### src/rtl/l2_arbiter_pkg.sv
// Shared types for the L2 port arbiter: FSM states, requester identity and L2 operation.
package l2_arb_types;

  typedef enum logic [1:0] {
    IDLE    = 2'd0,
    GRANT_I = 2'd1,
    GRANT_D = 2'd2,
    DONE    = 2'd3
  } arb_state_e;

  typedef enum logic {
    REQ_I = 1'b0,
    REQ_D = 1'b1
  } requester_t;

  typedef enum logic {
    OP_READ  = 1'b0,
    OP_WRITE = 1'b1
  } op_e;

endpackage

### src/rtl/l2_arbiter_if.sv
// Bundles the I-side, D-side and L2 handshake signals seen by the arbiter.
interface l2_arbiter_if #(
  parameter int unsigned LINE_WIDTH = 256,
  parameter int unsigned ADDR_WIDTH = 32
);

  logic [ADDR_WIDTH-1:0] i_addr;
  logic                  i_read;
  logic [LINE_WIDTH-1:0] i_rdata;
  logic                  i_resp;

  logic [ADDR_WIDTH-1:0] d_addr;
  logic                  d_read;
  logic                  d_write;
  logic [LINE_WIDTH-1:0] d_wdata;
  logic [LINE_WIDTH-1:0] d_rdata;
  logic                  d_resp;

  logic [ADDR_WIDTH-1:0] l2_addr;
  logic                  l2_read;
  logic                  l2_write;
  logic [LINE_WIDTH-1:0] l2_wdata;
  logic [LINE_WIDTH-1:0] l2_rdata;
  logic                  l2_resp;

  // The arbiter is the master of the L2 port and the responder to both L1s.
  modport master (
    input  i_addr, i_read, d_addr, d_read, d_write, d_wdata, l2_rdata, l2_resp,
    output i_rdata, i_resp, d_rdata, d_resp, l2_addr, l2_read, l2_write, l2_wdata
  );

  modport slave (
    output i_addr, i_read, d_addr, d_read, d_write, d_wdata, l2_rdata, l2_resp,
    input  i_rdata, i_resp, d_rdata, d_resp, l2_addr, l2_read, l2_write, l2_wdata
  );

endinterface

### src/rtl/l2_arb_hold_reg.sv
// Hold registers for the granted request; the only source of the L2 address, data and op.
module l2_arb_hold_reg
  import l2_arb_types::*;
#(
  parameter int unsigned LINE_WIDTH = 256,
  parameter int unsigned ADDR_WIDTH = 32
) (
  input  logic                  clk,
  input  logic                  rst,
  input  logic                  i_load,
  input  logic [ADDR_WIDTH-1:0] i_addr,
  input  logic [LINE_WIDTH-1:0] i_wdata,
  input  op_e                   i_op,
  output logic [ADDR_WIDTH-1:0] o_addr,
  output logic [LINE_WIDTH-1:0] o_wdata,
  output op_e                   o_op
);

  logic [ADDR_WIDTH-1:0] r_addr;
  logic [LINE_WIDTH-1:0] r_wdata;
  op_e                   r_op;

  always_ff @(posedge clk or posedge rst) begin
    if (rst) begin
      r_addr  <= '0;
      r_wdata <= '0;
      r_op    <= OP_READ;
    end else if (i_load) begin
      r_addr  <= i_addr;
      r_wdata <= i_wdata;
      r_op    <= i_op;
    end
  end

  assign o_addr  = r_addr;
  assign o_wdata = r_wdata;
  assign o_op    = r_op;

endmodule

### src/rtl/l2_arbiter.sv
// Round-robin arbiter sharing one L2 port between the I-side and D-side L1 caches,
// one transaction at a time, with per-requester grant counters.
module l2_arbiter
  import l2_arb_types::*;
#(
  parameter int unsigned LINE_WIDTH = 256,
  parameter int unsigned ADDR_WIDTH = 32
) (
  input  logic         clk,
  input  logic         rst,
  l2_arbiter_if.master bus,
  output logic [31:0]  i_grant_count,
  output logic [31:0]  d_grant_count
);

  arb_state_e r_state;
  arb_state_e w_state_nxt;
  requester_t r_last_served;
  logic [LINE_WIDTH-1:0] r_ret_data;
  logic [31:0] r_i_grant_count;
  logic [31:0] r_d_grant_count;

  logic w_i_pend;
  logic w_d_pend;
  logic w_grant_i;
  logic w_grant_d;
  logic w_load;
  logic w_granted;
  logic w_done;

  logic [ADDR_WIDTH-1:0] w_ld_addr;
  logic [LINE_WIDTH-1:0] w_ld_wdata;
  op_e                   w_ld_op;
  logic [ADDR_WIDTH-1:0] w_hold_addr;
  logic [LINE_WIDTH-1:0] w_hold_wdata;
  op_e                   w_hold_op;

  assign w_i_pend = bus.i_read;
  assign w_d_pend = bus.d_read | bus.d_write;

  // On a tie the requester that was not served last wins.
  assign w_grant_d = (r_state == IDLE) && w_d_pend && (!w_i_pend || (r_last_served == REQ_I));
  assign w_grant_i = (r_state == IDLE) && w_i_pend && !w_grant_d;
  assign w_load    = w_grant_i | w_grant_d;

  assign w_ld_addr  = w_grant_d ? bus.d_addr : bus.i_addr;
  assign w_ld_wdata = w_grant_d ? bus.d_wdata : '0;
  assign w_ld_op    = (w_grant_d && bus.d_write) ? OP_WRITE : OP_READ;

  l2_arb_hold_reg #(
    .LINE_WIDTH(LINE_WIDTH),
    .ADDR_WIDTH(ADDR_WIDTH)
  ) u_hold (
    .clk    (clk),
    .rst    (rst),
    .i_load (w_load),
    .i_addr (w_ld_addr),
    .i_wdata(w_ld_wdata),
    .i_op   (w_ld_op),
    .o_addr (w_hold_addr),
    .o_wdata(w_hold_wdata),
    .o_op   (w_hold_op)
  );

  assign w_granted = (r_state == GRANT_I) || (r_state == GRANT_D);
  assign w_done    = (r_state == DONE);

  always_comb begin
    w_state_nxt = r_state;
    unique case (r_state)
      IDLE: begin
        if (w_grant_d)      w_state_nxt = GRANT_D;
        else if (w_grant_i) w_state_nxt = GRANT_I;
      end
      GRANT_I, GRANT_D: begin
        if (bus.l2_resp) w_state_nxt = DONE;
      end
      DONE:    w_state_nxt = IDLE;
      default: w_state_nxt = IDLE;
    endcase
  end

  always_ff @(posedge clk or posedge rst) begin
    if (rst) begin
      r_state         <= IDLE;
      r_last_served   <= REQ_I;
      r_ret_data      <= '0;
      r_i_grant_count <= '0;
      r_d_grant_count <= '0;
    end else begin
      r_state <= w_state_nxt;
      if (w_grant_d) begin
        r_last_served   <= REQ_D;
        r_d_grant_count <= r_d_grant_count + 32'd1;
      end else if (w_grant_i) begin
        r_last_served   <= REQ_I;
        r_i_grant_count <= r_i_grant_count + 32'd1;
      end
      // Writes clear the return register so no stale line reaches the D-side.
      if (w_granted && bus.l2_resp) begin
        r_ret_data <= (w_hold_op == OP_WRITE) ? '0 : bus.l2_rdata;
      end
    end
  end

  assign bus.l2_addr  = w_granted ? w_hold_addr : '0;
  assign bus.l2_wdata = w_granted ? w_hold_wdata : '0;
  assign bus.l2_read  = w_granted && (w_hold_op == OP_READ);
  assign bus.l2_write = w_granted && (w_hold_op == OP_WRITE);

  assign bus.i_resp  = w_done && (r_last_served == REQ_I);
  assign bus.d_resp  = w_done && (r_last_served == REQ_D);
  assign bus.i_rdata = bus.i_resp ? r_ret_data : '0;
  assign bus.d_rdata = bus.d_resp ? r_ret_data : '0;

  assign i_grant_count = r_i_grant_count;
  assign d_grant_count = r_d_grant_count;

endmodule

### src/flat_wrapper.sv
// flat-port wrapper written by rule: the top's interface ports become plain ports
module l2_arbiter_flat import l2_arb_types::*;
#(
  parameter int unsigned LINE_WIDTH = 256,
  parameter int unsigned ADDR_WIDTH = 32
)
  (clk, rst, i_grant_count, d_grant_count, bus_i_addr, bus_i_read, bus_d_addr, bus_d_read, bus_d_write, bus_d_wdata, bus_l2_rdata, bus_l2_resp, bus_i_rdata, bus_i_resp, bus_d_rdata, bus_d_resp, bus_l2_addr, bus_l2_read, bus_l2_write, bus_l2_wdata);
  l2_arbiter_if #(.LINE_WIDTH(LINE_WIDTH), .ADDR_WIDTH(ADDR_WIDTH)) bus_i ();
  input  logic clk;
  input  logic rst;
  output logic [31:0] i_grant_count;
  output logic [31:0] d_grant_count;
  input wire logic [$bits(bus_i.i_addr)-1:0] bus_i_addr;
  input wire logic [$bits(bus_i.i_read)-1:0] bus_i_read;
  input wire logic [$bits(bus_i.d_addr)-1:0] bus_d_addr;
  input wire logic [$bits(bus_i.d_read)-1:0] bus_d_read;
  input wire logic [$bits(bus_i.d_write)-1:0] bus_d_write;
  input wire logic [$bits(bus_i.d_wdata)-1:0] bus_d_wdata;
  input wire logic [$bits(bus_i.l2_rdata)-1:0] bus_l2_rdata;
  input wire logic [$bits(bus_i.l2_resp)-1:0] bus_l2_resp;
  output wire logic [$bits(bus_i.i_rdata)-1:0] bus_i_rdata;
  output wire logic [$bits(bus_i.i_resp)-1:0] bus_i_resp;
  output wire logic [$bits(bus_i.d_rdata)-1:0] bus_d_rdata;
  output wire logic [$bits(bus_i.d_resp)-1:0] bus_d_resp;
  output wire logic [$bits(bus_i.l2_addr)-1:0] bus_l2_addr;
  output wire logic [$bits(bus_i.l2_read)-1:0] bus_l2_read;
  output wire logic [$bits(bus_i.l2_write)-1:0] bus_l2_write;
  output wire logic [$bits(bus_i.l2_wdata)-1:0] bus_l2_wdata;
  assign bus_i.i_addr = bus_i_addr;
  assign bus_i.i_read = bus_i_read;
  assign bus_i.d_addr = bus_d_addr;
  assign bus_i.d_read = bus_d_read;
  assign bus_i.d_write = bus_d_write;
  assign bus_i.d_wdata = bus_d_wdata;
  assign bus_i.l2_rdata = bus_l2_rdata;
  assign bus_i.l2_resp = bus_l2_resp;
  assign bus_i_rdata = bus_i.i_rdata;
  assign bus_i_resp = bus_i.i_resp;
  assign bus_d_rdata = bus_i.d_rdata;
  assign bus_d_resp = bus_i.d_resp;
  assign bus_l2_addr = bus_i.l2_addr;
  assign bus_l2_read = bus_i.l2_read;
  assign bus_l2_write = bus_i.l2_write;
  assign bus_l2_wdata = bus_i.l2_wdata;
  l2_arbiter #(.LINE_WIDTH(LINE_WIDTH), .ADDR_WIDTH(ADDR_WIDTH)) u_core (.clk(clk), .rst(rst), .bus(bus_i), .i_grant_count(i_grant_count), .d_grant_count(d_grant_count));
endmodule
### config.mk
export PLATFORM = sky130hd
export DESIGN_NAME = l2_arbiter_flat
export DESIGN_NICKNAME = d
export VERILOG_FILES = /design/src/rtl/l2_arbiter_pkg.sv /design/src/rtl/l2_arbiter_if.sv /design/src/rtl/l2_arb_hold_reg.sv /design/src/rtl/l2_arbiter.sv /design/src/flat_wrapper.sv
export SDC_FILE = /design/constraint.sdc
export NUM_CORES = 1
export LEC_CHECK = 0
export ABC_CLOCK_PERIOD_IN_PS = 24500
export CAP_MARGIN = 20
export CORE_AREA = 2 2 568 570
export CTS_CLUSTER_SIZE = 20
export DETAILED_ROUTE_END_ITERATION = 12
export DIE_AREA = 0 0 570 572
export SKIP_CTS_REPAIR_TIMING = 1
export SYNTH_ARGS = -nofsm -noshare
export SYNTH_HDL_FRONTEND = slang
export SYNTH_SLANG_ARGS = --single-unit
### constraint.sdc
create_clock -name clk -period 24.5 [get_ports clk]
set_input_delay 2.45 -clock clk [delete_from_list [all_inputs] [get_ports clk]]
set_output_delay 2.45 -clock clk [all_outputs]
set_load 0.05 [all_outputs]
# Yosys cells after proc, flatten, opt, wreduce, memory -nomap -nowiden
# Cells that the tools add are included.
[classes] n_mux=14 add_sub_neg=2 bitwise=5 n_eq_ne=5 n_reduce_logical=19
[ops] cell="256-bit two-way mux" count=5
[ops] cell="32-bit by 1-bit adder with 32-bit output, second input constant" count=2
[ops] cell="32-bit two-way mux" count=2
[ops] cell="1-bit logical AND" count=10
[ops] cell="2-bit two-way mux" count=3
[ops] cell="2-bit case mux with 3 select lines" count=1
[ops] cell="2-bit == test, second input constant" count=2
[ops] cell="2-bit AND reduction" count=2
[ops] cell="1-bit two-way mux" count=3
[ops] cell="3-bit by 1-bit inequality test with 1-bit output, second input constant" count=1
[ops] cell="1-bit NOT" count=3
[ops] cell="2-bit by 1-bit == test with 1-bit output, second input constant" count=1
[ops] cell="1-bit zero test" count=2
[ops] cell="2-bit zero test" count=1
[ops] cell="1-bit logical OR" count=2
[ops] cell="2-bit inequality test, second input constant" count=1
[ops] cell="1-bit bitwise OR" count=2
[ops] cell="2-bit nonzero test" count=1
[ops] cell="2-bit OR reduction" count=1
[word_totals] reg_bits=612 output_inout_bits=868 word_cells=53

# Depth between registers and ports, before layout
[logic_depth] ltp_word=8 mapped_depth=10 depth_no_buf=6

# Cells and area by module
# A second synthesis with hierarchy kept.
[unflattened] hier_cells=3273 area_unflattened_um2=33027.9
[modules_own_cells] module="l2_arbiter" cells_per_inst=2662 n_inst=1 area_per_inst_um2=21470.6 seq_area_each_um2=8082.8
[modules_own_cells] module="l2_arb_hold_reg" cells_per_inst=611 n_inst=1 area_per_inst_um2=11557.3 seq_area_each_um2=7231.9

# Worst setup path before layout
# No wires, ideal clock.
[synth_path] path_type="reg2out" start="reg u_core.r_state[0]" end="out bus_l2_read" arrival_time_ps=2007 required_time_ps=22050 path_stages_with_launch=7 n_path_buf=3 path_slack_ps=20043 cell_sequence="dfrtp_1 inv_1 ha_1 buf_2 clkbuf_1 clkbuf_1 nor2b_1"
[synth_via] elab_chain_cells=3 word_cells_on_any_way=4 cone_classes="2 x eq/ne; 2 x reduce/logical"
[synth_lines] element="start, declared" line_no="l2_arbiter.sv:16" source="arb_state_e r_state;"
[synth_lines] element="start signal, assigned" line_no="l2_arbiter.sv:91" source="r_state <= w_state_nxt;"
[synth_lines] element="2-bit by 1-bit == test with 1-bit output / 2-bit == test (equally long branches)" line_no="l2_arbiter.sv:65" source="assign w_granted = (r_state == GRANT_I) || (r_state == GRANT_D);"
[synth_lines] element="1-bit logical OR (*)" line_no="l2_arbiter.sv:65"
[synth_lines] element="1-bit logical AND (*)" line_no="l2_arbiter.sv:108" source="assign bus.l2_read = w_granted && (w_hold_op == OP_READ);"
[synth_lines] element="end, declared" line_no="flat_wrapper.sv:26" source="output wire logic [$bits(bus_i.l2_read)-1:0] bus_l2_read;"
# Every way passes the cells marked *; elsewhere a longest branch is shown, timed or not.

# Worst setup path after layout
[layout_path] start="reg u_core.r_state[0]" end="out bus_l2_wdata[240]"
[layout_via] elab_chain_cells=3 word_cells_on_any_way=4 cone_classes="2 x eq/ne; 1 x mux; 1 x reduce/logical"
[layout_lines] element="2-bit by 1-bit == test with 1-bit output / 2-bit == test (equally long branches)" line_no="l2_arbiter.sv:65"
[layout_lines] element="1-bit logical OR (*)" line_no="l2_arbiter.sv:65"
[layout_lines] element="256-bit two-way mux (*)" line_no="l2_arbiter.sv:107" source="assign bus.l2_wdata = w_granted ? w_hold_wdata : '0;"
[layout_lines] element="end, declared" line_no="flat_wrapper.sv:28" source="output wire logic [$bits(bus_i.l2_wdata)-1:0] bus_l2_wdata;"
# Marks and branches as above.

==> results.cfg <==
[timing]
slew_headroom_pct = 23.2
fin_setup_tns_ns = 0
drv_slew = 0
hold_viol_final = 0
worstMarginPinSlew_ns = 1.15
final.period_utilization_pct = 31.6
fin_crit_ns = 7.74
final.setup.worst_slack_ns = 16.76
rsz0062_at_grt = false
fmax_ghz = 0.129
fin_skew_ns = 0.0711
setup_violations = 0

[route]
via_per_inst = 3.37
wl_mm = 261
drc = 0
vias = 29200
first_pass_iters = 5
ant_nets = 0
wl_per_cell_um = 30.2
drt-initial-drc-count = 2047

[synth]
yosysWarnings = 0
synth_top_area_share_pct = 51.4
synth.yosys.seq_area_share_pct = 51.4
syn_area_um2 = 29800
ys_top_cells_by_area = dfrtp_1, and2_1, a22o_1
avgSynthCellArea_um2 = 9.86
synthArstFlopShare_pct = 100
synth_largest_area_cell = dfrtp_1
synth_cells = 3022
synth_edf_count = 0
syn_nets = 3609
synth-seq-cells = 612
yosysUniqueCellTypes = 40
yosys_most_used_dff = dfrtp_1

[floorplanning]
ios = 1450
core_area_um2 = 320000
die-area_um2 = 326000
die_x_um = 570
start_util_pct = 9.31
die_h_um = 572
rows = 208

[run_status]
outcome = completed

[grt]
grt_pass1_wl_mm = 323
grt.overflow.total = 0
grt_pass1_vias = 27500
antenna_found_initial = 254
grt_max_degree = 209
gr-usage-all-layers_pct = 15.4

[hold_path]
holdCritPathClass = register to register
hold_path_depth = 2

[clock_network]
clk_latency_ns = 0.82
htree_levels = 3
cts_root_buffer = clkbuf_16
cts_tree = yes
path_clk_slew_ns = 0.06
clockBufferDepth = 4
cts_sinks = 612
numCtsBuffers = 89

[setup_path]
ff2ff_path_depth = 6
worstPathMaxFanout = 111
start_kind = register
critPathRequiredTime_ns = 22.05
cp.arrival_ns = 5.29
crit_type = register to output port
cp-end-kind = output port

[power_and_ir_drop]
p_leak_nw = 21.4
p_per_area_nw_per_um2 = 147
peakVddDrop_mv = 0.0878

[place]
globalplace.congestion = 0.906
portBuffers = 1449
placed_cells = 8425
dp_hpwl_mm = 222
post-place-ws_ns = 17.42

[finish]
layout_common_cells = clkdlybuf4s50_1, dfrtp_1, and2_1
final_common_cell = clkdlybuf4s50_1
finish.utilization_pct = 16.2
drive_above_1_share_pct = 5.02
layout.cells.non_filler = 8647
syn_to_final_growth_pct = 73.8
final.fill_count = 35900
finalNetCount = 4908

[run]
maxCapViolCount = 0
[layout make-up]
type                       instances  area (µm²)  area share (%)
antenna                           63         158           0.305
clock inverter                    39         470           0.909
tap                             4200        5260            10.2
timing repair buffer            1486       14900            28.7
sequential                       612       15300            29.6
inverter                           5        26.3          0.0508
clock buffer                     115        2450            4.74
multi-input combinational       2127       13200            25.5
[logic make-up after synthesis]
family	synth area share, %
flops	51.4
fa+ha+maj	0.210
mux	1.26
compound gates	12.7
simple gates	28.2
xor+xnor	1.82
buf+inv	4.35
[power by group]
| part | total (mW) | leakage [nW] | internal (mW) | switching (mW) |
|---|---|---|---|---|
| combinational | 4.16 | 12.1 | 1.30 | 2.86 |
| clock | 1.35 | 1.43 | 0.791 | 0.556 |
| sequential | 2.10 | 7.85 | 1.41 | 0.693 |
[sequential cells by signal, summed over array words and instances, names as in the netlist]
| signal | count |
|---|---|
| u_core.i_grant_count | 32 |
| u_core.u_hold.o_op | 1 |
| u_core.r_state | 2 |
| u_core.u_hold.o_wdata | 256 |
| u_core.d_grant_count | 32 |
| u_core.r_ret_data | 256 |
| u_core.u_hold.o_addr | 32 |
| u_core.r_last_served | 1 |
[metal layers]
layer  GRT usage, %  routed length (µm)  up-vias
li1               -                   -    12900
met1           17.3               97600    14000
met2           24.9              120000     1507
met3           8.07               33700      537
met4           4.62                8770      182
met5              0                1140        -
[final timing paths]
path	from	end	slack, ns
min in group asynchronous	rst	u_core.u_hold.o_wdata[42]	2.08
worst min-delay path	u_core.u_hold.o_addr[25]	u_core.u_hold.o_addr[25]	0.47
max in group asynchronous	rst	u_core.r_ret_data[190]	19.78
worst min register to register	u_core.u_hold.o_addr[25]	u_core.u_hold.o_addr[25]	0.47
worst max register to register	u_core.r_last_served	u_core.u_hold.o_wdata[242]	20.24
worst max-delay path	u_core.r_state[0]	bus_l2_wdata[240]	16.76
[synth_stat cells (7+ instances only)]
cell	instances
buf_4	29
nand2b_1	256
buf_2	40
nand3_1	23
nand4_1	30
nor2_1	8
xor2_1	14
and3_1	266
o21ai_0	278
o21ai_1	10
mux2i_1	34
nand2_1	306
dfrtp_1	612
and4_1	9
xnor2_1	48
a22o_1	257
nor3_1	7
clkbuf_1	201
and2_1	550
[stage by stage]
step / area [µm²] / power, mW / hold slack (ns)
after CTS: 51500 / 7.75 / 0.476
final: 51800 / 7.61 / 0.471
after floorplan: 29800 / 4.25 / 0.442
after global placement: 48600 / 6.34 / 0.460
after global routing: 51700 / 7.97 / 0.485
after detailed placement: 48600 / 6.35 / 0.463
[worst max-delay path, cell delays in order (launching register included)]
cell and delay (ns):
dfrtp_1 0.42, inv_1 0.11, ha_4 0.55, buf_4 0.58
buf_4 0.90, buf_4 0.68, and2_1 0.24, clkdlybuf4s50_1 0.84
No activity file was read; power rests on OpenSTA's default activity.
